$ cat src/rtl/delay_line.sv
// Programmable-depth sample delay: delays a sample and its valid tag by 0..MAX_DEPTH
// clock-enabled cycles through a circular buffer, with history restart on delay change.
module delay_line #(
    parameter int WIDTH     = 12,
    parameter int MAX_DEPTH = 16,
    parameter int DW        = $clog2(MAX_DEPTH + 1)
) (
    input  logic             CLK,
    input  logic             RESET,
    input  logic             EN,
    input  logic             FLUSH,
    input  logic [DW-1:0]    DELAY,
    input  logic [WIDTH-1:0] BUF_IN,
    input  logic             VALID_IN,
    output logic [WIDTH-1:0] BUF_OUT,
    output logic             OUT_VALID,
    output logic             DELAY_CLAMP
);

    localparam int PW = (MAX_DEPTH > 1) ? $clog2(MAX_DEPTH) : 1;
    localparam logic [DW-1:0] MAX_D   = DW'(MAX_DEPTH);
    localparam logic [PW-1:0] LAST_PTR = PW'(MAX_DEPTH - 1);
    localparam logic [DW:0]   MAX_W   = (DW+1)'(MAX_DEPTH);

    // Each entry holds {valid tag, data}
    logic [WIDTH:0]    mem [MAX_DEPTH];

    logic [PW-1:0]     wr_ptr_reg, wr_ptr_next;
    logic [DW-1:0]     fill_reg, fill_next;
    logic [DW-1:0]     delay_reg;
    logic [WIDTH-1:0]  buf_out_reg, buf_out_next;
    logic              out_valid_reg, out_valid_next;
    logic              clamp_reg, clamp_next;

    logic [DW-1:0]     d_eff;
    logic              restart;
    logic [DW-1:0]     fill_eff;
    logic [DW:0]       ptr_w;
    logic [DW:0]       d_w;
    logic [DW:0]       rd_idx_w;
    logic [PW-1:0]     rd_idx;
    logic [WIDTH:0]    sel;

    always_comb begin
        clamp_next = (DELAY > MAX_D);
        d_eff      = clamp_next ? MAX_D : DELAY;
        restart    = (d_eff != delay_reg);
        fill_eff   = restart ? '0 : fill_reg;

        // (wr_ptr - d) mod MAX_DEPTH without requiring a power-of-two depth
        ptr_w = (DW+1)'(wr_ptr_reg);
        d_w   = (DW+1)'(d_eff);
        if (ptr_w >= d_w)
            rd_idx_w = ptr_w - d_w;
        else
            rd_idx_w = ptr_w + MAX_W - d_w;
        rd_idx = rd_idx_w[PW-1:0];

        // d=0 bypasses storage since the current sample is not written yet
        sel = (d_eff == '0) ? {VALID_IN, BUF_IN} : mem[rd_idx];

        buf_out_next   = '0;
        out_valid_next = 1'b0;
        if (fill_eff >= d_eff) begin
            out_valid_next = sel[WIDTH];
            buf_out_next   = sel[WIDTH] ? sel[WIDTH-1:0] : '0;
        end

        wr_ptr_next = (wr_ptr_reg == LAST_PTR) ? '0 : wr_ptr_reg + 1'b1;
        fill_next   = (fill_eff == MAX_D) ? MAX_D : fill_eff + 1'b1;
    end

    always_ff @(posedge CLK) begin
        if (!RESET && !FLUSH && EN)
            mem[wr_ptr_reg] <= {VALID_IN, BUF_IN};
    end

    always_ff @(posedge CLK) begin
        if (RESET) begin
            wr_ptr_reg    <= '0;
            fill_reg      <= '0;
            delay_reg     <= '0;
            buf_out_reg   <= '0;
            out_valid_reg <= 1'b0;
            clamp_reg     <= 1'b0;
        end else if (FLUSH) begin
            wr_ptr_reg    <= '0;
            fill_reg      <= '0;
            buf_out_reg   <= '0;
            out_valid_reg <= 1'b0;
        end else if (EN) begin
            wr_ptr_reg    <= wr_ptr_next;
            fill_reg      <= fill_next;
            delay_reg     <= d_eff;
            buf_out_reg   <= buf_out_next;
            out_valid_reg <= out_valid_next;
            clamp_reg     <= clamp_next;
        end
    end

    assign BUF_OUT     = buf_out_reg;
    assign OUT_VALID   = out_valid_reg;
    assign DELAY_CLAMP = clamp_reg;

endmodule

$ cat config.mk
export PLATFORM = sky130hd
export DESIGN_NAME = delay_line
export DESIGN_NICKNAME = d
export VERILOG_FILES = /design/src/rtl/delay_line.sv
export SDC_FILE = /design/constraint.sdc
export NUM_CORES = 1
export LEC_CHECK = 0
export BUFFER_PORTS_ARGS = -buffer_cell sky130_fd_sc_hd__clkbuf_2
export CAP_MARGIN = 20
export CELL_PAD_IN_SITES_DETAIL_PLACEMENT = 1
export CELL_PAD_IN_SITES_GLOBAL_PLACEMENT = 2
export CORE_AREA = 2 2 104 206
export CTS_BUF_LIST = sky130_fd_sc_hd__clkbuf_4 sky130_fd_sc_hd__clkbuf_8
export DETAILED_ROUTE_END_ITERATION = 7
export DIE_AREA = 0 0 106 208
export PLACE_DENSITY = 0.89
export RECOVER_POWER = 25
export SYNTH_ARGS = -nofsm -noshare
export SYNTH_HDL_FRONTEND = slang
export SYNTH_SLANG_ARGS = --single-unit
$ cat constraint.sdc
create_clock -name CLK -period 3.4 [get_ports CLK]
set_input_delay 0 -clock CLK [delete_from_list [all_inputs] [get_ports CLK]]
set_output_delay 0 -clock CLK [all_outputs]
set_load 0.005 [all_outputs]
==> reports/qor.yml <==
run_status: "completed"
vdd_drop_max_v: 0.0004674
skew_ns: 0.01579
critPathMostFrequentCell: "inv_1"
fillers: 1890
critPathMaxFanout: 32
synthCells: 549
hold-worst-slack_ns: 0.2595
fin_tns_setup_ns: 0
die_width_microns: 106
insertion_delay_ns: 0.59
grt_pass1_vias: 6127
finalSetupViolCount: 0
post_drt_via_cell_ratio: 5.867
place_congestion: 0.7872
drc: 0
worstPathRequired_ns: 3.87
hold_path.class: "in2reg"
cts-root-buf: "clkbuf_8"
post_cts_buffers: 0
syn_to_final_growth_pct: 16.08
synthFlopType: "edfxtp_1"
diodes: 0
numPortBuffers: 35
grt_usage_pct: 23.10
rsz0062_at_grt: "no"
cp.depth: 9
slew_viol_final: 0
path_delay_family: "adder cells"
synthDistinctLibCells: 58
synth_top_area_share_pct: 63.47
syn_avg_cell_area_sq_um: 17.92
vias: 5497
fmax_mhz: 310.0
ys_seq_elements: 236
dp_hpwl_mm: 16.17
yosys.area.top_type: "edfxtp_1"
syn_area_sq_um: 9841
synth_nets: 587
regMostFlops: "mem"
drt_first_pass_iters: 5
path_cells: "inv_1, ha_2, inv_1, fa_4, buf_12, mux4_2, mux2_2, o22ai_1, o31ai_4"
synthTopCellsByArea: "edfxtp_1 63%, mux4_2 11%, dfxtp_1 5.7%"
slowest_delay_ns: 0.87
maxSlewHeadroom_pct: 38.98
clkTransAtPathRegs_ns: 0.07
wl_per_cell_microns: 26.05
grt_max_degree: 33
cpMaxStageDelayCell: "fa_4"
tightest_slew_ns: 0.9119
critical_path_class: "reg2reg"
synth-async-reset-ratio_pct: 0
layout_common_cells: "208 x edfxtp_1, 50 x mux4_2, 31 x nand2_1, 31 x clkbuf_8, 29 x buf_4"
die_h_microns: 208
antenna_left: 0
final_common_cell: "edfxtp_1"
cts_tree: "built"
grt_pass1_wl_mm: 37.31
synth_edf_count: 208
period_minus_slack_ns: 3.225
setup_slack_ns: 0.1747
clk_path_buf_depth: 3
largest_register_ffs: 208
gr-total-overflow: 0
critPathArrivalTime_ns: 3.69
final_nets: 686
cp_num_buf_inv: 3
htreeDepth: 1
ios: 36
numCtsBuffers: 31
hold_violations: 0
std_cell_rows: 74
drtIter0Drc: 360
cp-start-kind: "flip-flop"
dieArea_sq_um: 22050
ff2ff_path_depth: 9
seq_area_frac_synth_pct: 69.17
end_kind: "flip-flop"
yosys_warnings: 0
drt-total-wl_mm: 24.41
power.leakage_nw: 3.817
initial_core_util_pct: 48.09
pre_cts_ws_ns: 0.04241
hold_depth: 3
core_area_sq_um: 20460
clock_sinks: 236
drive_gt1_share_pct: 30.40
power_per_cell_area_nw_per_um2: 535.0
max-cap-violations: 0
antenna_found_initial: 0
period_share_pct: 94.86
-- synthesized netlist by cell type, types with 2 or more instances --
library cell	n
a211oi_1	12
dfxtp_1	28
buf_4	2
xnor2_1	3
mux2i_1	6
nor2b_1	13
a31oi_1	6
a21oi_1	12
ha_1	15
nand2_1	31
nand3_1	16
edfxtp_1	208
mux2_2	13
a21o_1	2
nand2b_1	8
and3_2	4
inv_1	8
mux4_2	50
nor3_1	5
buf_6	3
o31ai_4	5
o31ai_2	5
nor2_1	23
xor2_1	4
clkbuf_1	9
o21ai_0	4
o22ai_1	11
buf_2	11
clkbuf_8	3
-- path summary, 6_finish.rpt --
path | start | to | slack [ns]
max reg2reg | wr_ptr_reg[0] | BUF_OUT[8] | 0.17
min | RESET | delay_reg[0] | 0.26
max | wr_ptr_reg[0] | BUF_OUT[8] | 0.17
min reg2reg | BUF_OUT[10] | BUF_OUT[10] | 0.47
-- what timing repair did --
item	CTS	global route
resized for setup	0	1
setup endpoints to repair	0	1
hold endpoints to repair	226	0
hold buffers	28	0
-- layer usage --
layer	track usage, %	part of all wire (%)	wire length [microns]
met5	0	0	0
met4	12.34	5.0	1224
met3	3.008	4.7	1152
met2	41.80	55	13470
met1	26.09	35	8562
-- power by group --
| part | total [mW] | internal [mW] | switching (mW) |
|---|---|---|---|
| Sequential | 3.17 | 3.16 | 0.00764 |
| Clock | 2.36 | 1.30 | 1.06 |
| Combinational | 0.587 | 0.267 | 0.321 |
| Total | 6.11 | 4.72 | 1.39 |
-- cells by family (layout without fill, tap and decap cells) --
family	Yosys count	after routing	share of synthesized area [%]
XOR/XNOR	8	8	0.7884
flip-flops	236	236	69.17
multiplexers	69	69	13.54
buffers and inverters	38	160	2.365
AO/OA/AOI/OAI	66	66	5.607
AND/OR/NAND/NOR	116	116	6.421
adder cells (fa/ha/maj)	16	16	2.111
-- cell type report --
cell class / count / area [sq um] / share of cell area, %
Sequential cell: 236 / 6807 / 59.58
Inverter: 9 / 33.78 / 0.2957
Multi-Input combinational cell: 275 / 2848 / 24.93
Timing Repair Buffer: 95 / 723.2 / 6.331
Clock inverter: 19 / 207.7 / 1.818
Clock buffer: 37 / 471.7 / 4.129
Tap cell: 266 / 332.8 / 2.913
-- worst reg2reg max path, stage by stage (launching register included) --
cell and delay (ns):
dfxtp_1 0.37, inv_1 0.13, ha_2 0.19, inv_1 0.05
fa_4 0.87, buf_12 0.29, mux4_2 0.56, mux2_2 0.27
o22ai_1 0.30, o31ai_4 0.08
-- metrics by stage --
stage | utilization [%] | instance area (sq um) | instances | total power [mW]
after global placement | 51.16 | 10470 | 853 | 3.774
after global routing | 55.83 | 11420 | 937 | 6.299
final | 55.83 | 11420 | 937 | 6.111
after floorplan | - | 9841 | 549 | 3.619
after CTS | 55.85 | 11430 | 937 | 6.163
after detailed placement | 51.16 | 10470 | 853 | 3.801
No activity file was read; power rests on OpenSTA's default activity.
